[config.mk]
export PLATFORM = sky130hd
export DESIGN_NAME = fifo_prog
export DESIGN_NICKNAME = d
export VERILOG_FILES = /design/src/rtl/fifo_prog.sv
export SDC_FILE = /design/constraint.sdc
export NUM_CORES = 1
export LEC_CHECK = 0
export ABC_AREA = 1
export BUFFER_PORTS_ARGS = -buffer_cell sky130_fd_sc_hd__buf_4
export CAP_MARGIN = 20
export CORE_MARGIN = 5
export CORE_UTILIZATION = 41
export CTS_CLUSTER_SIZE = 10
export DETAILED_ROUTE_END_ITERATION = 8
export GPL_TIMING_DRIVEN = 0
export PLACE_DENSITY = 0.61
export SYNTH_ARGS = -nofsm -noshare
export SYNTH_HDL_FRONTEND = slang
export SYNTH_SLANG_ARGS = --single-unit
export TNS_END_PERCENT = 20
[constraint.sdc]
create_clock -name clk -period 6.7 [get_ports clk]
set_input_delay 1.005 -clock clk [delete_from_list [all_inputs] [get_ports clk]]
set_output_delay 1.005 -clock clk [all_outputs]
set_load 0.01 [all_outputs]
[src/rtl/fifo_prog.sv]
// -----------------------------------------------------------------------------
// fifo_prog -- parametrised single-clock FIFO
//
// Buffers words between a producer and a consumer in one clock domain.
// Supports any depth >= 2, programmable almost-full/almost-empty levels,
// a fill-level count, a synchronous flush and an optional first-word-
// fall-through (FWFT) read mode.
//
// Ports:
//   clk          rising-edge clock
//   rst          asynchronous, active-high reset
//   flush        synchronous clear of contents (overrides wr_en/rd_en)
//   data_in      write data
//   wr_en        write request
//   rd_en        read request
//   data_out     read data (registered, or head word when FWFT=1)
//   wr_ack       pulse: previous-cycle write accepted
//   overflow     pulse: previous-cycle write rejected (FIFO full)
//   underflow    pulse: previous-cycle read rejected (FIFO empty)
//   full         count == FIFO_DEPTH
//   empty        count == 0
//   almostfull   count >= AF_THRESH
//   almostempty  count <= AE_THRESH
//   count        number of stored words
//
// Handshake: a request is sampled on every rising edge. A write is accepted
// when wr_en=1 and the FIFO is not full; a read is accepted when rd_en=1 and
// the FIFO is not empty. Acceptance of one never depends on the other, so a
// full FIFO can read and write in the same cycle only as "read accepted,
// write rejected", and an empty FIFO as "write accepted, read rejected".
// The outcome is reported one cycle later on wr_ack/overflow/underflow.
// -----------------------------------------------------------------------------
module fifo_prog #(
  parameter int FIFO_WIDTH = 16,
  parameter int FIFO_DEPTH = 8,
  parameter int AF_THRESH  = FIFO_DEPTH - 1,
  parameter int AE_THRESH  = 1,
  parameter int FWFT       = 0,
  localparam int CW        = $clog2(FIFO_DEPTH + 1)
) (
  input  logic                  clk,
  input  logic                  rst,
  input  logic                  flush,
  input  logic [FIFO_WIDTH-1:0] data_in,
  input  logic                  wr_en,
  input  logic                  rd_en,
  output logic [FIFO_WIDTH-1:0] data_out,
  output logic                  wr_ack,
  output logic                  overflow,
  output logic                  underflow,
  output logic                  full,
  output logic                  empty,
  output logic                  almostfull,
  output logic                  almostempty,
  output logic [CW-1:0]         count
);

  localparam int PW = (FIFO_DEPTH > 1) ? $clog2(FIFO_DEPTH) : 1;
  localparam logic [PW-1:0] LAST_PTR = PW'(FIFO_DEPTH - 1);

  // Parameter legality
  if (FIFO_WIDTH < 1) begin : g_bad_width
    $error("fifo_prog: FIFO_WIDTH must be >= 1");
  end
  if (FIFO_DEPTH < 2) begin : g_bad_depth
    $error("fifo_prog: FIFO_DEPTH must be >= 2");
  end
  if (AF_THRESH < 1 || AF_THRESH > FIFO_DEPTH) begin : g_bad_af
    $error("fifo_prog: AF_THRESH must be in 1..FIFO_DEPTH");
  end
  if (AE_THRESH < 0 || AE_THRESH > FIFO_DEPTH - 1) begin : g_bad_ae
    $error("fifo_prog: AE_THRESH must be in 0..FIFO_DEPTH-1");
  end
  if (FWFT != 0 && FWFT != 1) begin : g_bad_fwft
    $error("fifo_prog: FWFT must be 0 or 1");
  end

  logic [FIFO_WIDTH-1:0] mem [0:FIFO_DEPTH-1];
  logic [PW-1:0]         wr_ptr;
  logic [PW-1:0]         rd_ptr;
  logic                  wr_ok;
  logic                  rd_ok;

  // Status flags straight from the count register
  assign full        = (count == CW'(FIFO_DEPTH));
  assign empty       = (count == '0);
  assign almostfull  = (count >= CW'(AF_THRESH));
  assign almostempty = (count <= CW'(AE_THRESH));

  assign wr_ok = wr_en && !full;
  assign rd_ok = rd_en && !empty;

  // Storage is deliberately not reset; stale words are never visible because
  // the pointers and count are.
  always_ff @(posedge clk) begin
    if (wr_ok && !flush) begin
      mem[wr_ptr] <= data_in;
    end
  end

  // Pointers, count and pulse outputs
  always_ff @(posedge clk or posedge rst) begin
    if (rst) begin
      wr_ptr    <= '0;
      rd_ptr    <= '0;
      count     <= '0;
      wr_ack    <= 1'b0;
      overflow  <= 1'b0;
      underflow <= 1'b0;
    end else if (flush) begin
      wr_ptr    <= '0;
      rd_ptr    <= '0;
      count     <= '0;
      wr_ack    <= 1'b0;
      overflow  <= 1'b0;
      underflow <= 1'b0;
    end else begin
      // Explicit wrap keeps non-power-of-two depths inside the array
      if (wr_ok) begin
        wr_ptr <= (wr_ptr == LAST_PTR) ? '0 : wr_ptr + PW'(1);
      end
      if (rd_ok) begin
        rd_ptr <= (rd_ptr == LAST_PTR) ? '0 : rd_ptr + PW'(1);
      end
      case ({wr_ok, rd_ok})
        2'b10:   count <= count + CW'(1);
        2'b01:   count <= count - CW'(1);
        default: count <= count;
      endcase
      wr_ack    <= wr_ok;
      overflow  <= wr_en && full;
      underflow <= rd_en && empty;
    end
  end

  // Read data path
  if (FWFT == 1) begin : g_fwft
    // Head word is always presented; it is meaningless while empty.
    assign data_out = mem[rd_ptr];
  end else begin : g_reg
    always_ff @(posedge clk or posedge rst) begin
      if (rst) begin
        data_out <= '0;
      end else if (rd_ok && !flush) begin
        data_out <= mem[rd_ptr];
      end
    end
  end

endmodule

After elaboration in Yosys (flattened, before gate mapping)
Memory sizes are Yosys's and may differ from the RTL's. A register that Yosys moved wholly into a read port is not among the register bits.
Index checks and enable logic that the tools add are counted.
W data, S select, Z words.
{ "totals": {"regBits": 13, "ramBits": 128, "input_bits": 21, "output_inout_bits": 27, "elab_cells": 44, "n_memories": 1} }
{ "classes": {"addsub": 4, "magnitude_cmp": 2, "eq_ne": 5, "mux": 13, "n_reduce_logical": 13} }
{ "memory_table": {"columns": ["name", "words", "width", "read_ports", "rd_ports_with_merged_regs", "write_ports", "line", "source"], "rows": [
  ["mem", 8, 16, 1, 1, 1, "78", "logic [FIFO_WIDTH-1:0] mem [0:FIFO_DEPTH-1];"]
]} }
{ "ops": {"columns": ["op", "n"], "rows": [
  ["$mux W3", 6],
  ["$pmux W4 S2", 1],
  ["$add A3 B1 Y3 const B", 2],
  ["$eq A3 B3 Y1 const B", 2],
  ["$logic_and A1 B1 Y1", 6],
  ["$mux W1", 5],
  ["$add A4 B1 Y4 const B", 1],
  ["$eq A4 B4 Y1 const B", 1],
  ["$ge A4 B3 Y1 const B", 1],
  ["$le A4 B1 Y1 const B", 1],
  ["$logic_not A4 Y1", 1],
  ["$mux W4", 1],
  ["$reduce_bool A2 Y1", 2],
  ["$sub A4 B1 Y4 const B", 1],
  ["$logic_not A1 Y1", 3],
  ["$reduce_bool A3 Y1", 1],
  ["$eq A2 B1 Y1 const B", 1],
  ["$eq A2 B2 Y1 const B", 1]
]} }

Longest topological paths before layout
Gate-level depths: netlist of the first run.
{ "depth": {"ltp_word": 6, "depth_mapped": 10} }

Worst setup path after synthesis of the first run
No wires, ideal clock.
{ "synth_timing": {"path_type": "input port to flip-flop", "startpoint": "input port wr_en", "endpoint": "memory mem[0][0], enable pin", "setup_time_ns": 0.388, "arrival_ns": 2.031, "slack_ns": 4.281, "cell_stages": 4, "cell_sequence": "nand2_2 > nor2_4 > nand2_1 > nor2_1"} }
{ "synth_via": {"elab_chain_cells": 4} }
{ "synth_lines": {"columns": ["item", "line", "source"], "rows": [
  ["from (decl)", "45", "input logic wr_en,"],
  ["$logic_and A1 B1 Y1", "90", "assign wr_ok = wr_en && !full;"],
  ["$logic_and A1 B1 Y1", "96", "if (wr_ok && !flush) begin"],
  ["$mux W1", "96", null],
  ["$mux W1 (not written as such)", "97", "mem[wr_ptr] <= data_in;"],
  ["to (decl)", "78", null]
]} }
Every way passes these cells.

Final worst setup path of the first run
{ "layout_timing": {"startpoint": "register count[0]", "endpoint": "output port full"} }
{ "layout_via": {"elab_chain_cells": 1} }
{ "layout_lines": {"columns": ["item", "line", "source"], "rows": [
  ["from (decl)", "55", "output logic [CW-1:0] count"],
  ["from (signal assigned)", "126", "2'b10: count <= count + CW'(1);"],
  ["from (signal assigned)", "127", "2'b01: count <= count - CW'(1);"],
  ["from (signal assigned)", "128", "default: count <= count;"],
  ["$eq A4 B4 Y1", "85", "assign full = (count == CW'(FIFO_DEPTH));"],
  ["to (decl)", "51", "output logic full,"]
]} }
Every way passes these cells.

==> results.sh, run 1 <==
export IMPL_status="complete, no violations"
export IMPL_p_leak_uw=0.00300
export IMPL_cp_data_required_time_ns=5.69
export IMPL_r2r_end="mem[6][15]$_DFFE_PP_"
export IMPL_endpoint_kind="output pin"
export IMPL_postSynth_asyncResetShare_pct=18.5
export IMPL_min_to="data_out[7]$_DFFE_PP0P_"
export IMPL_slowest_delay_ns=0.44
export IMPL_cts_made_buffers=17
export IMPL_drive_above_1_share_pct=17.6
export IMPL_swShare_pct=30.2
export IMPL_h_tree_depth=4
export IMPL_fp_dieArea_um2=18400
export IMPL_wl_per_cell_um=17.7
export IMPL_first_iter_violations=358
export IMPL_r2r_start="count[0]$_DFFE_PP0P_"
export IMPL_cp_top_family="flip-flops"
export IMPL_p_clk_share_pct=30.7
export IMPL_ctsHoldBuffers=0
export IMPL_grt_pass1_wl_um=23700
export IMPL_worstMarginPinSlew_ns=0.634
export IMPL_min_from="data_out[7]$_DFFE_PP0P_"
export IMPL_yosysTopAreaCellShare_pct=59.5
export IMPL_grt_overflow_total=0
export IMPL_synth_flop_cell="edfxtp_1"
export IMPL_yosysWarnings=0
export IMPL_path_buf_inv=2
export IMPL_clk_pin_slew_ns=0.06
export IMPL_final_area_um2=7720
export IMPL_rsz0062_at_grt="false"
export IMPL_p_sw_uw=806
export IMPL_grt_total_usage_pct=17.5
export IMPL_grt_max_degree=21
export IMPL_finalSetupViolCount=0
export IMPL_power_frac_comb_pct=25.3
export IMPL_final_nets=667
export IMPL_seqPwrFrac_pct=44.0
export IMPL_final_util_pct=50.4
export IMPL_power_density_nw_per_um2=345
export IMPL_cts_setup_buffers=0
export IMPL_crit_type="reg2out"
export IMPL_yosysUniqueCellTypes=26
export IMPL_cp_cell_sequence="inv_1, ha_1, nand2_1, nor2_2, buf_4"
export IMPL_relSlewSlack_pct=57.7
export IMPL_synth_area_per_cell_um2=11.5
export IMPL_clock_sinks=157
export IMPL_peakVddDrop_mv=0.221
export IMPL_clock_fmax_mhz=374
export IMPL_dpl_hpwl_um=10300
export IMPL_yosysTopAreaCell="edfxtp_1"
export IMPL_vias=4320
export IMPL_ctsResizeCount=0
export IMPL_cap_violations=0
export IMPL_worstSkewPairLatency_ns=0.42
export IMPL_intPower_uw=1860
export IMPL_first_global_vias=4318
export IMPL_hold_violations=0
export IMPL_coreArea_um2=15300
export IMPL_startpoint="count[0]$_DFFE_PP0P_"
export IMPL_synth_common_cells="140 x nor2_1, 128 x edfxtp_1, 69 x nand2_1, 67 x o21ai_0, 54 x nand3_1"
export IMPL_io_buffers=47
export IMPL_num_antenna_cells=0
export IMPL_syn_inst=563
export IMPL_dr_pass1_iters=5
export IMPL_wirelength_um=15200
export IMPL_crit_path_top_delay_cell="dfrtp_1"
export IMPL_holdPathStages=2
export IMPL_die_width_um=136
export IMPL_synth_nets=592
export IMPL_synthTopCellsByArea="edfxtp_1 59%, dfrtp_1 11%, nor2_1 8.1%"
export IMPL_initial_core_util_pct=42.2
export IMPL_yosysMostFrequentCell="nor2_1"
export IMPL_ios=48
export IMPL_fin_crit_ns=2.68
export IMPL_min_path_type="reg2reg"
export IMPL_synthToLayoutAreaGrowth_pct=19.5
export IMPL_ys_seq_area_share_pct=70.7
export IMPL_place_area_um2=7230
export IMPL_finalPower_uw=2670
export IMPL_globalplace_congestion=0.815
export IMPL_cp_max_fo=6
export IMPL_arrival_ns=1.67
export IMPL_tns_ns=0
export IMPL_skew_ns=0.00591
export IMPL_synth_edf_count=128
export IMPL_die_h_um=136
export IMPL_rows=45
export IMPL_r2r_cells=8
export IMPL_ys_ff_latch=157
export IMPL_hold_ws_ns=0.479
export IMPL_antenna_found_initial=0
export IMPL_nFillCells=1401
export IMPL_cts_buffer_depth=2
export IMPL_period_share_pct=40.0
export IMPL_rrSetupSlack_ns=4.17
export IMPL_via_per_inst=5.02
export IMPL_cts_root_buf="clkbuf_16"
export IMPL_start_kind="flip-flop"
export IMPL_ant_nets=0
export IMPL_cts_tree="done"
export IMPL_drc_errors=0
export IMPL_netlist_area_um2=6460
export IMPL_slew_violations=0
==> registers in the layout, summed over array words and instances (netlist names) <==
signal,flops
data_out,16
mem,128
wr_ptr,3
wr_ack,1
rd_ptr,3
overflow,1
count,4
underflow,1
==> layout make-up <==
cell class | count | area [µm²] | share of cell area [%]
Sequential cell | 157 | 4570 | 59.2
Multi-Input combinational cell | 360 | 1680 | 21.8
Timing Repair Buffer | 56 | 485 | 6.29
Clock buffer | 26 | 469 | 6.08
Tap cell | 211 | 264 | 3.42
Buffer | 28 | 165 | 2.14
Inverter | 18 | 67.6 | 0.875
Clock inverter | 4 | 20.0 | 0.259
==> power by group through the flow <==
| stage | Combinational, µW | Sequential [µW] | Clock (µW) |
|---|---|---|---|
| after floorplan | 383 | 1210 | 0 |
| after global placement | 658 | 1190 | 0 |
| after detailed placement | 680 | 1190 | 0 |
| after CTS | 683 | 1170 | 832 |
| after global routing | 749 | 1180 | 880 |
| final | 675 | 1170 | 818 |
==> layout by cell type, fill, tap and decap left out, types with 2 or more instances in the layout <==
| cell type | synthesis | routed |
|---|---|---|
| o21ai_1 | 3 | 3 |
| nand2_2 | 2 | 2 |
| a21oi_1 | 2 | 2 |
| nand2_1 | 69 | 69 |
| nand2_4 | 3 | 3 |
| buf_6 | 2 | 6 |
| nor2_2 | 2 | 10 |
| edfxtp_1 | 128 | 128 |
| buf_4 | 7 | 54 |
| inv_2 | 2 | 2 |
| clkbuf_16 | 0 | 17 |
| buf_2 | 6 | 6 |
| nor2_1 | 140 | 132 |
| ha_1 | 8 | 8 |
| dfrtp_1 | 29 | 29 |
| nor3_1 | 2 | 2 |
| xor2_1 | 3 | 3 |
| buf_8 | 1 | 5 |
| clkinv_2 | 0 | 4 |
| nor2_4 | 3 | 3 |
| inv_1 | 15 | 15 |
| o21ai_0 | 67 | 67 |
| nand3_1 | 54 | 54 |
| clkbuf_1 | 11 | 19 |
==> layer usage <==
metal  track usage [%]  share of wire (%)  vias up
li1                  -                  -     2081
met1              22.5                 43     2088
met2              29.3                 50      132
met3              3.64                5.1       19
met4              6.44                1.7        0
met5                 0                  0        -
==> cells by family (layout without fill, tap and decap cells) <==
kind of cell	count (synthesis)	in the layout	synth area share, %
compound gates	73	73	5.69
xor+xnor	3	3	0.407
fa+ha+maj	8	8	1.55
buf+inv	46	132	3.60
flops	157	157	70.7
simple gates	276	276	18.0
==> how the worst max path moves through the flow <==
| stage | to | slack [ns] | cells past startpoint |
|---|---|---|---|
| after floorplan | mem[0][0]$_DFFE_PP_ | 4.28 | 4 |
| after global placement | mem[4][4]$_DFFE_PP_ | 3.47 | 5 |
| after detailed placement | mem[6][2]$_DFFE_PP_ | 4.09 | 6 |
| after CTS | full | 3.99 | 5 |
| after global routing | full | 3.91 | 5 |
| final | full | 4.02 | 5 |
==> worst register-to-register path, cell delays in order (launching register included) <==
cell and delay [ns]:
dfrtp_1 0.44, inv_1 0.14, ha_1 0.30, nand3b_1 0.15, nand2_2 0.12, nor2_4 0.16, nand2_1 0.18, nor2_2 0.51
buf_6 0.25
==> through the flow <==
step / worst slack, ns / instances
6_report: 4.02 / 860
5_1_grt: 3.91 / 860
4_1_cts: 3.99 / 860
2_1_floorplan: 4.28 / 563
3_5_place_dp: 4.09 / 830
3_3_place_gp: 3.47 / 821
Power figures use the tool's default switching activity.
==> run 2, diff against run 1 <==
ABC_AREA = 0   (was 1)
PLACE_DENSITY = 0.63   (was 0.61)
clock period = 2.25 ns   (was 6.7 ns; I/O delays follow)
==> run 2 against run 1 <==
Effect of this change:
- sequential power grew to 3.0 times the previous value
- largest cell class unchanged
- clock-buffer cell count fell by 7
- utilization up 1.3 points
- combinational power grew to 2.9 times the previous value
- worst setup slack got worse by 3.9 ns
- sequential share of layout area is 0.38 points lower
==> results.sh, run 2 <==
export IMPL_status="complete, no violations"
export IMPL_relSlewSlack_pct=42.9
export IMPL_via_per_inst=5.30
export IMPL_start_kind="flip-flop"
export IMPL_grt_overflow_total=0
export IMPL_fp_dieArea_um2=17700
export IMPL_intPower_uw=6200
export IMPL_ys_ff_latch=157
export IMPL_ys_seq_area_share_pct=73.4
export IMPL_yosysUniqueCellTypes=38
export IMPL_drive_above_1_share_pct=35.6
export IMPL_h_tree_depth=4
export IMPL_grt_max_degree=19
export IMPL_yosysWarnings=0
export IMPL_synthToLayoutAreaGrowth_pct=24.9
export IMPL_coreArea_um2=15000
export IMPL_rows=45
export IMPL_hold_violations=0
export IMPL_peakVddDrop_mv=0.581
export IMPL_cts_tree="done"
export IMPL_cts_made_buffers=17
export IMPL_r2r_cells=7
export IMPL_yosysTopAreaCellShare_pct=61.8
export IMPL_slew_violations=0
export IMPL_top_usage_layer="met2"
export IMPL_synth_common_cells="128 x edfxtp_1, 32 x mux4_2, 29 x dfrtp_1, 29 x nor2_1, 21 x a21oi_1"
export IMPL_min_path_type="in2async"
export IMPL_dr_pass1_iters=4
export IMPL_synth_edf_count=128
export IMPL_cts_root_buf="clkbuf_16"
export IMPL_clock_sinks=157
export IMPL_r2r_end="mem[3][1]$_DFFE_PP_"
export IMPL_die_width_um=133
export IMPL_cp_data_required_time_ns=2.38
export IMPL_netlist_area_um2=6220
export IMPL_num_antenna_cells=0
export IMPL_synth_flop_cell="edfxtp_1"
export IMPL_r2r_start="count[1]$_DFFE_PP0P_"
export IMPL_wirelength_um=13300
export IMPL_grt_total_usage_pct=15.9
export IMPL_grt_use_met1_pct=20.5
export IMPL_die_h_um=133
export IMPL_synth_nets=365
export IMPL_rrSetupSlack_ns=0.17
export IMPL_cts_buffer_depth=2
export IMPL_finalPower_uw=8430
export IMPL_initial_core_util_pct=41.4
export IMPL_multi_input_area_um2=1620
export IMPL_cap_violations=0
export IMPL_arrival_ns=2.21
export IMPL_power_density_nw_per_um2=1080
export IMPL_syn_inst=336
export IMPL_cp_max_fo=13
export IMPL_period_share_pct=92.6
export IMPL_fin_crit_ns=2.08
export IMPL_worstMarginPinSlew_ns=0.856
export IMPL_ios=48
export IMPL_io_buffers=47
export IMPL_synth_area_per_cell_um2=18.5
export IMPL_yosysMostFrequentCell="edfxtp_1"
export IMPL_finalSetupViolCount=0
export IMPL_p_sw_uw=2220
export IMPL_wl_per_cell_um=21.5
export IMPL_regMostFlops="mem"
export IMPL_vias=3286
export IMPL_endpoint_kind="flip-flop"
export IMPL_yosysTopAreaCell="edfxtp_1"
export IMPL_antenna_found_initial=0
export IMPL_postSynth_asyncResetShare_pct=18.5
export IMPL_final_nets=448
export IMPL_largest_reg_flops=128
export IMPL_met2_usage_pct=26.4
export IMPL_drc_errors=0
export IMPL_synthTopCellsByArea="edfxtp_1 62%, dfrtp_1 12%, mux4_2 12%"
export IMPL_globalplace_congestion=0.767
export IMPL_nFillCells=1187
export IMPL_power_frac_comb_pct=23.3
export IMPL_p_leak_uw=0.00273
export IMPL_ff_latch_area_um2=4570
export IMPL_final_cell_mix="128 x edfxtp_1, 56 x buf_4, 32 x mux4_2"
export IMPL_p_clk_share_pct=34.8
export IMPL_first_global_vias=3507
export IMPL_rsz0062_at_grt="false"
export IMPL_skew_ns=0.00772
export IMPL_grt_pass1_wl_um=20600
export IMPL_final_util_pct=51.7
export IMPL_clock_fmax_mhz=480
export IMPL_worstSkewPairLatency_ns=0.42
export IMPL_crit_type="reg2reg"
export IMPL_layout_commonest_cell="edfxtp_1"
export IMPL_dpl_hpwl_um=8570
export IMPL_largestRegisters="mem (128), data_out (16), count (4)"
export IMPL_swShare_pct=26.4
export IMPL_seqPwrFrac_pct=41.9
export IMPL_clk_pin_slew_ns=0.06
export IMPL_first_iter_violations=183
export IMPL_grt_use_met3_pct=4.46
export IMPL_ant_nets=0
run 2: timing repair:
| action | in CTS | in global routing |
|---|---|---|
| pin swaps | 8 | 3 |
| hold buffers | 0 | 0 |
| buffers inserted | 8 | 0 |
| gates resized for setup | 12 | 3 |
| endpoints found under the setup margin | 145 | 55 |
run 2: metal layers:
metal | vias up | routed length, µm
met2 | 93 | 6610
met5 | - | 0
li1 | 1486 | -
met3 | 15 | 803
met4 | 0 | 183
met1 | 1692 | 5700
run 2: logic make-up after synthesis:
logic type / after synthesis / synth area share (%)
AO/OA/AOI/OAI: 31 / 2.98
flip-flops: 157 / 73.4
AND/OR/NAND/NOR: 65 / 5.31
multiplexers: 52 / 14.8
buffers and inverters: 23 / 1.87
adder cells (fa/ha/maj): 8 / 1.61
run 2: power groups by stage:
stage          Clock [µW]  Sequential, µW  Combinational, µW
2_1_floorplan           0            3640               1150
5_1_grt              3110            3560               2160
6_report             2930            3530               1960
3_5_place_dp            0            3590               1950
4_1_cts              2990            3540               1990
3_3_place_gp            0            3590               1890
run 2: critical path, cell delays in order (launching register included):
cell and delay (ns):
dfrtp_1 0.42, inv_1 0.11, ha_2 0.23, nand3b_1 0.12, and3b_1 0.25, nand2_2 0.18
nor2_4 0.28, buf_16 0.20
run 2: final cells by class:
cell class / instances / share of cell area (%)
buffer: 17 / 1.26
clock buffer: 19 / 5.57
clock inverter: 13 / 2.22
inverter: 6 / 0.290
multi-input combinational: 156 / 20.8
sequential: 157 / 58.8
tap: 188 / 3.03
timing repair buffer: 64 / 8.02
run 2: worst max-delay path by stage:
stage / end / from / depth (start not counted) / slack [ns]
global placement: mem[3][4]$_DFFE_PP_ / count[0]$_DFFE_PP0P_ / 6 / -1.08
CTS: mem[0][9]$_DFFE_PP_ / count[0]$_DFFE_PP0P_ / 7 / 0.06
finish: mem[3][1]$_DFFE_PP_ / count[1]$_DFFE_PP0P_ / 7 / 0.17
floorplan: mem[4][0]$_DFFE_PP_ / count[0]$_DFFE_PP0P_ / 6 / -0.19
detailed placement: mem[4][5]$_DFFE_PP_ / count[0]$_DFFE_PP0P_ / 7 / -0.43
global route: mem[3][7]$_DFFE_PP_ / count[1]$_DFFE_PP0P_ / 7 / 0.07
run 2: per-stage QoR:
stage | hold slack, ns | cell area (µm²) | setup TNS (ns) | std cells | setup WS (ns)
global route | 0.131 | 7770 | 0 | 620 | 0.0740
detailed placement | 0.523 | 7030 | -32.86 | 580 | -0.426
floorplan | 0.416 | 6230 | -21.97 | 336 | -0.192
finish | 0.0945 | 7770 | 0 | 620 | 0.166
global placement | 0.524 | 6820 | -130.16 | 571 | -1.08
CTS | 0.110 | 7770 | 0 | 620 | 0.0616
